==> src/rtl/regfile_pkg.sv <==
// regfile_pkg: shared constants and types for the regfile_clr register bank.
// Build option REGFILE_BYPASS_EN enables write-through read forwarding.
package regfile_pkg;

  localparam int RF_WIDTH = 32;
  localparam int RF_DEPTH = 16;

  typedef enum logic {
    IDLE  = 1'b0,
    CLEAR = 1'b1
  } clr_state_e;

  // A single-entry file still needs a one-bit address.
  function automatic int addr_w(input int depth);
    return (depth > 1) ? $clog2(depth) : 1;
  endfunction

endpackage

==> src/rtl/regfile_rd_port.sv <==
// regfile_rd_port: registered read mux with valid strobe and range check.
// Build option REGFILE_BYPASS_EN forwards a same-cycle write to the read.
module regfile_rd_port
  import regfile_pkg::*;
#(
  parameter int WIDTH  = RF_WIDTH,
  parameter int DEPTH  = RF_DEPTH,
  parameter int ADDR_W = addr_w(RF_DEPTH)
) (
  input  logic              clk,
  input  logic              reset_n,
  input  logic              i_en,
  input  logic              i_busy,
  input  logic [ADDR_W-1:0] i_addr,
  input  logic [WIDTH-1:0]  i_mem [DEPTH],
  input  logic              i_wr_fire,
  input  logic [ADDR_W-1:0] i_wr_addr,
  input  logic [WIDTH-1:0]  i_wr_data,
  output logic [WIDTH-1:0]  o_data,
  output logic              o_valid
);

  logic             w_accept;
  logic             w_in_range;
  logic [WIDTH-1:0] w_next;
  logic [WIDTH-1:0] r_data;
  logic             r_valid;

  assign w_accept   = i_en & ~i_busy;
  assign w_in_range = ({1'b0, i_addr} < (ADDR_W+1)'(DEPTH));

`ifdef REGFILE_BYPASS_EN
  always_comb begin
    w_next = '0;
    if (w_in_range) begin
      if (i_wr_fire && (i_wr_addr == i_addr))
        w_next = i_wr_data;
      else
        w_next = i_mem[i_addr];
    end
  end
`else
  logic w_unused_byp;
  assign w_unused_byp = ^{i_wr_fire, i_wr_addr, i_wr_data};

  always_comb begin
    w_next = '0;
    if (w_in_range)
      w_next = i_mem[i_addr];
  end
`endif

  always_ff @(posedge clk or negedge reset_n) begin
    if (!reset_n) begin
      r_data  <= '0;
      r_valid <= 1'b0;
    end else begin
      r_valid <= w_accept;
      if (w_accept)
        r_data <= w_next;
    end
  end

  assign o_data  = r_data;
  assign o_valid = r_valid;

endmodule

==> src/rtl/regfile_clr.sv <==
// regfile_clr: 1W2R register file with valid bitmap and sequenced clear.
// Build option REGFILE_BYPASS_EN enables write-through read forwarding.
module regfile_clr
  import regfile_pkg::*;
#(
  parameter int  WIDTH  = RF_WIDTH,
  parameter int  DEPTH  = RF_DEPTH,
  localparam int ADDR_W = addr_w(DEPTH)
) (
  input  logic              clk,
  input  logic              reset_n,
  input  logic              wr_en,
  input  logic [ADDR_W-1:0] wr_addr,
  input  logic [WIDTH-1:0]  wr_data,
  input  logic              rd0_en,
  input  logic [ADDR_W-1:0] rd0_addr,
  output logic [WIDTH-1:0]  rd0_data,
  output logic              rd0_valid,
  input  logic              rd1_en,
  input  logic [ADDR_W-1:0] rd1_addr,
  output logic [WIDTH-1:0]  rd1_data,
  output logic              rd1_valid,
  input  logic              clr_req,
  output logic              busy,
  output logic [DEPTH-1:0]  valid_map
);

  localparam logic [ADDR_W-1:0] LAST = ADDR_W'(DEPTH - 1);

  logic [WIDTH-1:0]  r_mem [DEPTH];
  logic [DEPTH-1:0]  r_valid_map;
  clr_state_e        r_state;
  logic [ADDR_W-1:0] r_cnt;
  logic              r_busy;
  logic              w_wr_in_range;
  logic              w_wr_fire;

  assign w_wr_in_range = ({1'b0, wr_addr} < (ADDR_W+1)'(DEPTH));
  assign w_wr_fire     = wr_en & ~r_busy & w_wr_in_range;

  // Writes are blocked while clearing, so the two never collide.
  always_ff @(posedge clk or negedge reset_n) begin
    if (!reset_n) begin
      for (int i = 0; i < DEPTH; i++)
        r_mem[i] <= '0;
      r_valid_map <= '0;
    end else if (r_state == CLEAR) begin
      r_mem[r_cnt]       <= '0;
      r_valid_map[r_cnt] <= 1'b0;
    end else if (w_wr_fire) begin
      r_mem[wr_addr]       <= wr_data;
      r_valid_map[wr_addr] <= 1'b1;
    end
  end

  always_ff @(posedge clk or negedge reset_n) begin
    if (!reset_n) begin
      r_state <= IDLE;
      r_cnt   <= '0;
      r_busy  <= 1'b0;
    end else begin
      unique case (r_state)
        IDLE: begin
          if (clr_req) begin
            r_state <= CLEAR;
            r_cnt   <= '0;
            r_busy  <= 1'b1;
          end
        end
        CLEAR: begin
          if (r_cnt == LAST) begin
            r_state <= IDLE;
            r_cnt   <= '0;
            r_busy  <= 1'b0;
          end else begin
            r_cnt <= r_cnt + 1'b1;
          end
        end
      endcase
    end
  end

  regfile_rd_port #(
    .WIDTH (WIDTH),
    .DEPTH (DEPTH),
    .ADDR_W(ADDR_W)
  ) u_rd0 (
    .clk      (clk),
    .reset_n  (reset_n),
    .i_en     (rd0_en),
    .i_busy   (r_busy),
    .i_addr   (rd0_addr),
    .i_mem    (r_mem),
    .i_wr_fire(w_wr_fire),
    .i_wr_addr(wr_addr),
    .i_wr_data(wr_data),
    .o_data   (rd0_data),
    .o_valid  (rd0_valid)
  );

  regfile_rd_port #(
    .WIDTH (WIDTH),
    .DEPTH (DEPTH),
    .ADDR_W(ADDR_W)
  ) u_rd1 (
    .clk      (clk),
    .reset_n  (reset_n),
    .i_en     (rd1_en),
    .i_busy   (r_busy),
    .i_addr   (rd1_addr),
    .i_mem    (r_mem),
    .i_wr_fire(w_wr_fire),
    .i_wr_addr(wr_addr),
    .i_wr_data(wr_data),
    .o_data   (rd1_data),
    .o_valid  (rd1_valid)
  );

  assign busy      = r_busy;
  assign valid_map = r_valid_map;

endmodule

==> config.mk <==
export PLATFORM = sky130hd
export DESIGN_NAME = regfile_clr
export DESIGN_NICKNAME = d
export VERILOG_FILES = /design/src/rtl/regfile_pkg.sv /design/src/rtl/regfile_rd_port.sv /design/src/rtl/regfile_clr.sv
export SDC_FILE = /design/constraint.sdc
export NUM_CORES = 1
export LEC_CHECK = 0
export ABC_CLOCK_PERIOD_IN_PS = 3100
export CAP_MARGIN = 15
export CORE_UTILIZATION = 50
export DETAILED_ROUTE_END_ITERATION = 6
export GPL_ROUTABILITY_DRIVEN = 0
export PLACE_DENSITY_LB_ADDON = 0.12
export RECOVER_POWER = 100
export SYNTH_ARGS = -nofsm -noshare
export SYNTH_HDL_FRONTEND = slang
export SYNTH_HIERARCHICAL = 1
export SYNTH_SLANG_ARGS = --single-unit
==> constraint.sdc <==
create_clock -name clk -period 3.1 [get_ports clk]
set_clock_uncertainty 0.15 [all_clocks]
set_input_delay 0.62 -clock clk [delete_from_list [all_inputs] [get_ports clk]]
set_output_delay 0.62 -clock clk [all_outputs]
set_load 0.005 [all_outputs]
== Yosys cells after proc, flatten, opt, wreduce, memory -nomap -nowiden ==
Cells that the tools add are included.
Storage, ports and cells
  flip-flop bits (word level): 600
  logic and storage cells: 86
Operators by class
  add/subtract/negate cells: 1
  magnitude comparators: 10
  eq/ne operators: 3
  multiplexer cells: 28
  bitwise gates (word level): 14
  reductions and logical operators: 6
Operator list (count)
  $mux W512: 2
  $and A512 B512 Y512: 1
  $bwmux W512: 1
  $not A512 Y512: 1
  $bmux W32 S4: 2
  $demux W32 S4: 2
  $mux W32: 6
  $mux W16: 2
  $ge A5 B5 Y1 const B: 4
  $not A4 Y5: 4
  $and A16 B16 Y16: 1
  $not A16 Y16: 1
  $or A16 B16 Y16: 1
  $lt A4 B5 Y1 const B: 2
  $lt A5 B1 Y1 const B: 2
  $demux W1 S4: 2
  $ge A4 B1 Y1 const B: 2
  $mux W4: 2
  $pmux W4 S2: 1
  $mux W1: 6
  $add A4 B1 Y4 const B: 1
  $eq A4 B4 Y1 const B: 1
  $logic_and A1 B1 Y1: 4
  $pmux W1 S2: 2
  other kinds (6): 9

== Depth between registers and ports, before layout ==
  depth after elaboration: 8
  gate-level depth with buffers: 7

== Modules after synthesis ==
Netlist, hierarchy kept.
By module, submodules not included
  regfile_clr: instances 1, cells an instance 1904, area each 21868.5 um^2
  regfile_rd_port: instances 2, cells an instance 651, area each 5591.6 um^2

== Worst setup path after synthesis ==
No wires, ideal clock.
  path type: in2reg
  from: input wr_addr[3]
  to: register r_mem[34] in the netlist's numbering
  setup time: 79 ps
  arrival: 1947 ps
  data required time: 2871 ps
  setup slack: 924 ps
  stages on the path: 6
  path through: nor4bb_1 buf_2 nor2b_1 buf_2 buf_2 mux2i_1
On the way
  cells in the longest elaborated chain, start to end: 8
  elaborated cells on any way between the ends: 9
  those cells by class: 2 x order compare; 5 x mux; 1 x bitwise; 1 x reduce/logical
Ends and longest elaborated chain
  start: declaration: RTL line regfile_clr.sv:13  | input logic [ADDR_W-1:0] wr_addr,
  $not A4 Y5 (not written as such) *: RTL line regfile_clr.sv:51  | r_mem[wr_addr] <= wr_data;
  $ge A5 B5 Y1 (not written as such) / $lt A5 B1 Y1 (equally long branches): RTL line regfile_clr.sv:51
  $logic_and A1 B1 Y1 (not written as such): RTL line regfile_clr.sv:51
  $mux W32 (not written as such): RTL line regfile_clr.sv:51
  $demux W32 S4 *: RTL line regfile_clr.sv:51
  $bwmux W512 *: RTL line regfile_clr.sv:51
  $mux W512 *: RTL line regfile_clr.sv:50  | end else if (w_wr_fire) begin
  $mux W512 *: RTL line regfile_clr.sv:47  | end else if (r_state == CLEAR) begin
  end signal: indexed assignment: RTL line regfile_clr.sv:51
  end: declaration: RTL line regfile_clr.sv:30  | logic [WIDTH-1:0] r_mem [DEPTH];
Every way passes the cells marked *; elsewhere a longest branch is shown, timed or not. The select of a mux whose other input is x is not followed.
A chain may end at the register's enable or synchronous reset.

== Worst setup path in the final report ==
  from: register r_busy (netlist: busy)
  to: register r_mem[164] in the netlist's numbering
On the way
  cells in the longest elaborated chain, start to end: 3
Ends and longest elaborated chain
  start: declaration: RTL line regfile_clr.sv:34  | logic r_busy;
  start signal: assignment: RTL line regfile_clr.sv:60  | r_busy <= 1'b0;
  start signal: assignment: RTL line regfile_clr.sv:67  | r_busy <= 1'b1;
  start signal: assignment: RTL line regfile_clr.sv:74  | r_busy <= 1'b0;
  $not A1 Y1: RTL line regfile_clr.sv:39  | assign w_wr_fire = wr_en & ~r_busy & w_wr_in_range;
  $and A1 B1 Y1: RTL line regfile_clr.sv:39
  $reduce_bool A2 Y1 (no line)
Every way passes these cells.

==> implementation parameters <==
Parameter                              Value

Run status
  Status ... complete, no violations

Critical path
  CP required ... 3.47 ns
  Type of origin of the critical path ... flip-flop
  Worst endpoint data arrival time ... 3.28 ns
  Largest fanout on the critical path ... 19
  Type of element capturing the critical path ... flip-flop
  Crit Path Category ... flip-flop to flip-flop

Cells and area
  Cell area after layout ... 37,500 µm²
  Share of final-layout standard cells stronger than drive strength 1 ... 0.0754
  Fraction of the core area covered by cells at the end of the flow ... 0.578
  Number of nets in the layout ... about 3,300
  Area growth syn-to-layout ... 13.5%

Timing
  Highest achievable clock rate ... 0.345 GHz
  Final critical-path share of the clock period ... 0.936
  Setup-failing EPs final ... 0
  Setup repair after global routing missed its margin ... no
  Worst setup slack after layout ... 0.198 ns
  Pin slew with the least headroom to its limit ... between 1 and 1.5 ns
  Clock period minus worst slack ... 2.90 ns
  Number of hold violations in the final report ... 0
  Slew headroom ... 0.129
  Final worst hold slack ... 0.321 ns
  Setup total negative slack ... 0 ns
  Total count of max-transition violations in the final report ... 0

Power and ir drop
  Part of the power in combinational logic ... 0.300
  Sw frac ... 0.362
  Maximum vdd drop ... 0.527 mV
  Reported leakage power ... 17.9 nW
  Net switching component of the power ... about 0.011 W
  Clock network fraction of design power ... 0.259
  Sequential Power Share ... 0.442
  Pwr Density ... 825 nW/µm²
  Int Pwr ... 0.0197 W

Clocking
  H-tree depth ... 3
  CTS tree ... built
  Clock Tree Root ... sky130_fd_sc_hd__clkbuf_16
  Clock Sink Count ... 600
  Max Buffers Root-to-Sink ... 3
  Clk_lat worst skew ... around 0.62 ns
  Clock transition at path regs ... 0.06 ns
  Total of cells resized after clock tree synthesis ... 0
  Number of buffers inserted during clock tree synthesis ... 69

Die
  Chip height ... 259 µm
  Boundary Pins ... 133
  Core box area ... 64,900 µm²
  Die extent in x ... 259 µm
  Number of rows in the core area ... 93
  Die area ... around 67,000 µm²
  Effective utilization at floorplan ... 0.509

Route
  Final WL ... 118 mm
  Iteration-0 DRC count of the detailed router ... 3,117
  First-pass iteration count of the detailed router ... 6
  Count of antenna-violating nets left after detailed routing ... 0
  Via density per instance ... approximately 6.4
  Number of remaining DRC errors ... 0
  Routed length per instance ... between 20 and 30 µm
  Via Count ... 26,800

Synth
  Synth Instances ... 3,205
  Number of warnings reported in the yosys synthesis log ... 6
  Mean cell area of the mapped netlist ... 10.3 µm²
  Summed instance area of the synthesized netlist ... ~33,000 µm²
  Mapped Nets ... 3,259

Place
  Detailed Place HPWL ... 69.1 mm
  Setup WS pre-CTS ... 0.169 ns
  Number of buffer cells added on primary ports ... ~130
  Cell area after placement ... about 36,000 µm²

GRT
  Number of antenna violations at the first check in global routing ... 1
  Number of global-route vias before repair ... 27,300
  First-pass GRT wire length ... 175 mm
  Combined global-route utilization of all metal layers ... 0.351
  Overall overflow remaining after global route ... 0
  Maximum number of pins on one net before global-route repair ... 91

Job
  Count of maximum capacitance violations ... 0

Hold path
  Worst hold-check path type ... flip-flop to flip-flop
==> critical path: stages (launching register included) <==
cell and delay [ns]:
sky130_fd_sc_hd__dfrtp_1 0.53, sky130_fd_sc_hd__nor4bb_1 1.01, sky130_fd_sc_hd__buf_4 0.25, sky130_fd_sc_hd__nand2_1 0.11, sky130_fd_sc_hd__clkbuf_4 0.44, sky130_fd_sc_hd__mux2i_1 0.29
==> power groups by stage <==
stage,Combinational [W],Sequential (W),Clock [W]
6_report,0.00927,0.0137,0.00801
5_1_grt,0.0101,0.0140,0.00842
4_1_cts,0.00940,0.0136,0.00810
3_5_place_dp,0.00934,0.0137,0
3_3_place_gp,0.00897,0.0135,0
2_1_floorplan,0.00600,0.0129,0
==> state kept, by name (all words and copies together), names as in the netlist <==
signal	count
u_rd0/o_data	32
u_rd1/o_valid	1
u_rd0/o_valid	1
u_rd1/o_data	32
valid_map	16
r_mem	512
r_cnt	4
r_state	1
busy	1
==> path summary, 6_finish.rpt <==
| check | startpoint | endpoint | cells past startpoint | slack (ns) |
|---|---|---|---|---|
| worst max-delay path | busy$_DFFE_PN0P_ | r_mem[164]$_DFFE_PN0P_ | 5 | 0.20 |
| worst min-delay path | valid_map[9]$_DFFE_PN0P_ | valid_map[9]$_DFFE_PN0P_ | 2 | 0.32 |
| worst max register to register | busy$_DFFE_PN0P_ | r_mem[164]$_DFFE_PN0P_ | 5 | 0.20 |
| worst min register to register | valid_map[9]$_DFFE_PN0P_ | valid_map[9]$_DFFE_PN0P_ | 2 | 0.32 |
| max in group asynchronous | reset_n | r_mem[11]$_DFFE_PN0P_ | 3 | 0.62 |
| min in group asynchronous | reset_n | u_rd1/o_data[18]$_DFFE_PN0P_ | 2 | 0.42 |
==> per-stage QoR <==
stage | power, W | instances
finish | 0.0309 | 4160
detailed placement | 0.0230 | 4042
CTS | 0.0311 | 4159
floorplan | 0.0189 | 3205
global placement | 0.0224 | 4042
global route | 0.0326 | 4159
==> cell type report <==
cell class / count / area (µm²)
Timing Repair Buffer: 275 / 2960
Clock buffer: 109 / 2140
Clock inverter: 7 / 37.5
Fill cell: 5501 / 27400
Inverter: 37 / 139
Tap cell: 855 / 1070
Multi-Input combinational cell: 2276 / 16100
Antenna cell: 1 / 2.50
Sequential cell: 600 / 15000
==> cells in the final DEF, fill, tap and decap left out, types with 5 or more instances in the layout <==
cell type,count
sky130_fd_sc_hd__mux2i_1,960
sky130_fd_sc_hd__nand2_1,700
sky130_fd_sc_hd__dfrtp_1,600
sky130_fd_sc_hd__nand3_1,214
sky130_fd_sc_hd__a22oi_1,192
sky130_fd_sc_hd__dlygate4sd3_1,85
sky130_fd_sc_hd__clkbuf_16,73
sky130_fd_sc_hd__o21ai_0,66
sky130_fd_sc_hd__buf_4,57
sky130_fd_sc_hd__buf_12,51
sky130_fd_sc_hd__nand4_1,49
sky130_fd_sc_hd__clkdlybuf4s50_1,45
sky130_fd_sc_hd__inv_1,36
sky130_fd_sc_hd__clkbuf_1,32
sky130_fd_sc_hd__a21oi_1,20
sky130_fd_sc_hd__clkbuf_8,18
sky130_fd_sc_hd__clkbuf_2,16
sky130_fd_sc_hd__a21o_1,10
sky130_fd_sc_hd__nand4b_1,8
sky130_fd_sc_hd__nor2b_4,6
sky130_fd_sc_hd__clkinv_2,6
sky130_fd_sc_hd__nor2_1,5
==> metal layers <==
| metal | global-route usage | up-vias | part of all wire | routed length, µm |
|---|---|---|---|---|
| met5 | 0 | - | 0 | 0 |
| met4 | 0.149 | 0 | 0.043 | 5080 |
| met3 | 0.0773 | 324 | 0.095 | 11200 |
| met2 | 0.550 | 1536 | 0.46 | 53800 |
| met1 | 0.469 | 13500 | 0.41 | 47900 |
| li1 | - | 11400 | - | - |
==> what timing repair did <==
item / 4_1_cts / 5_1_grt
hold buffers: 1 / 0
hold endpoints to repair: 42 / 0
setup buffers: 0 / 0
No activity file was read; power rests on OpenSTA's default activity.
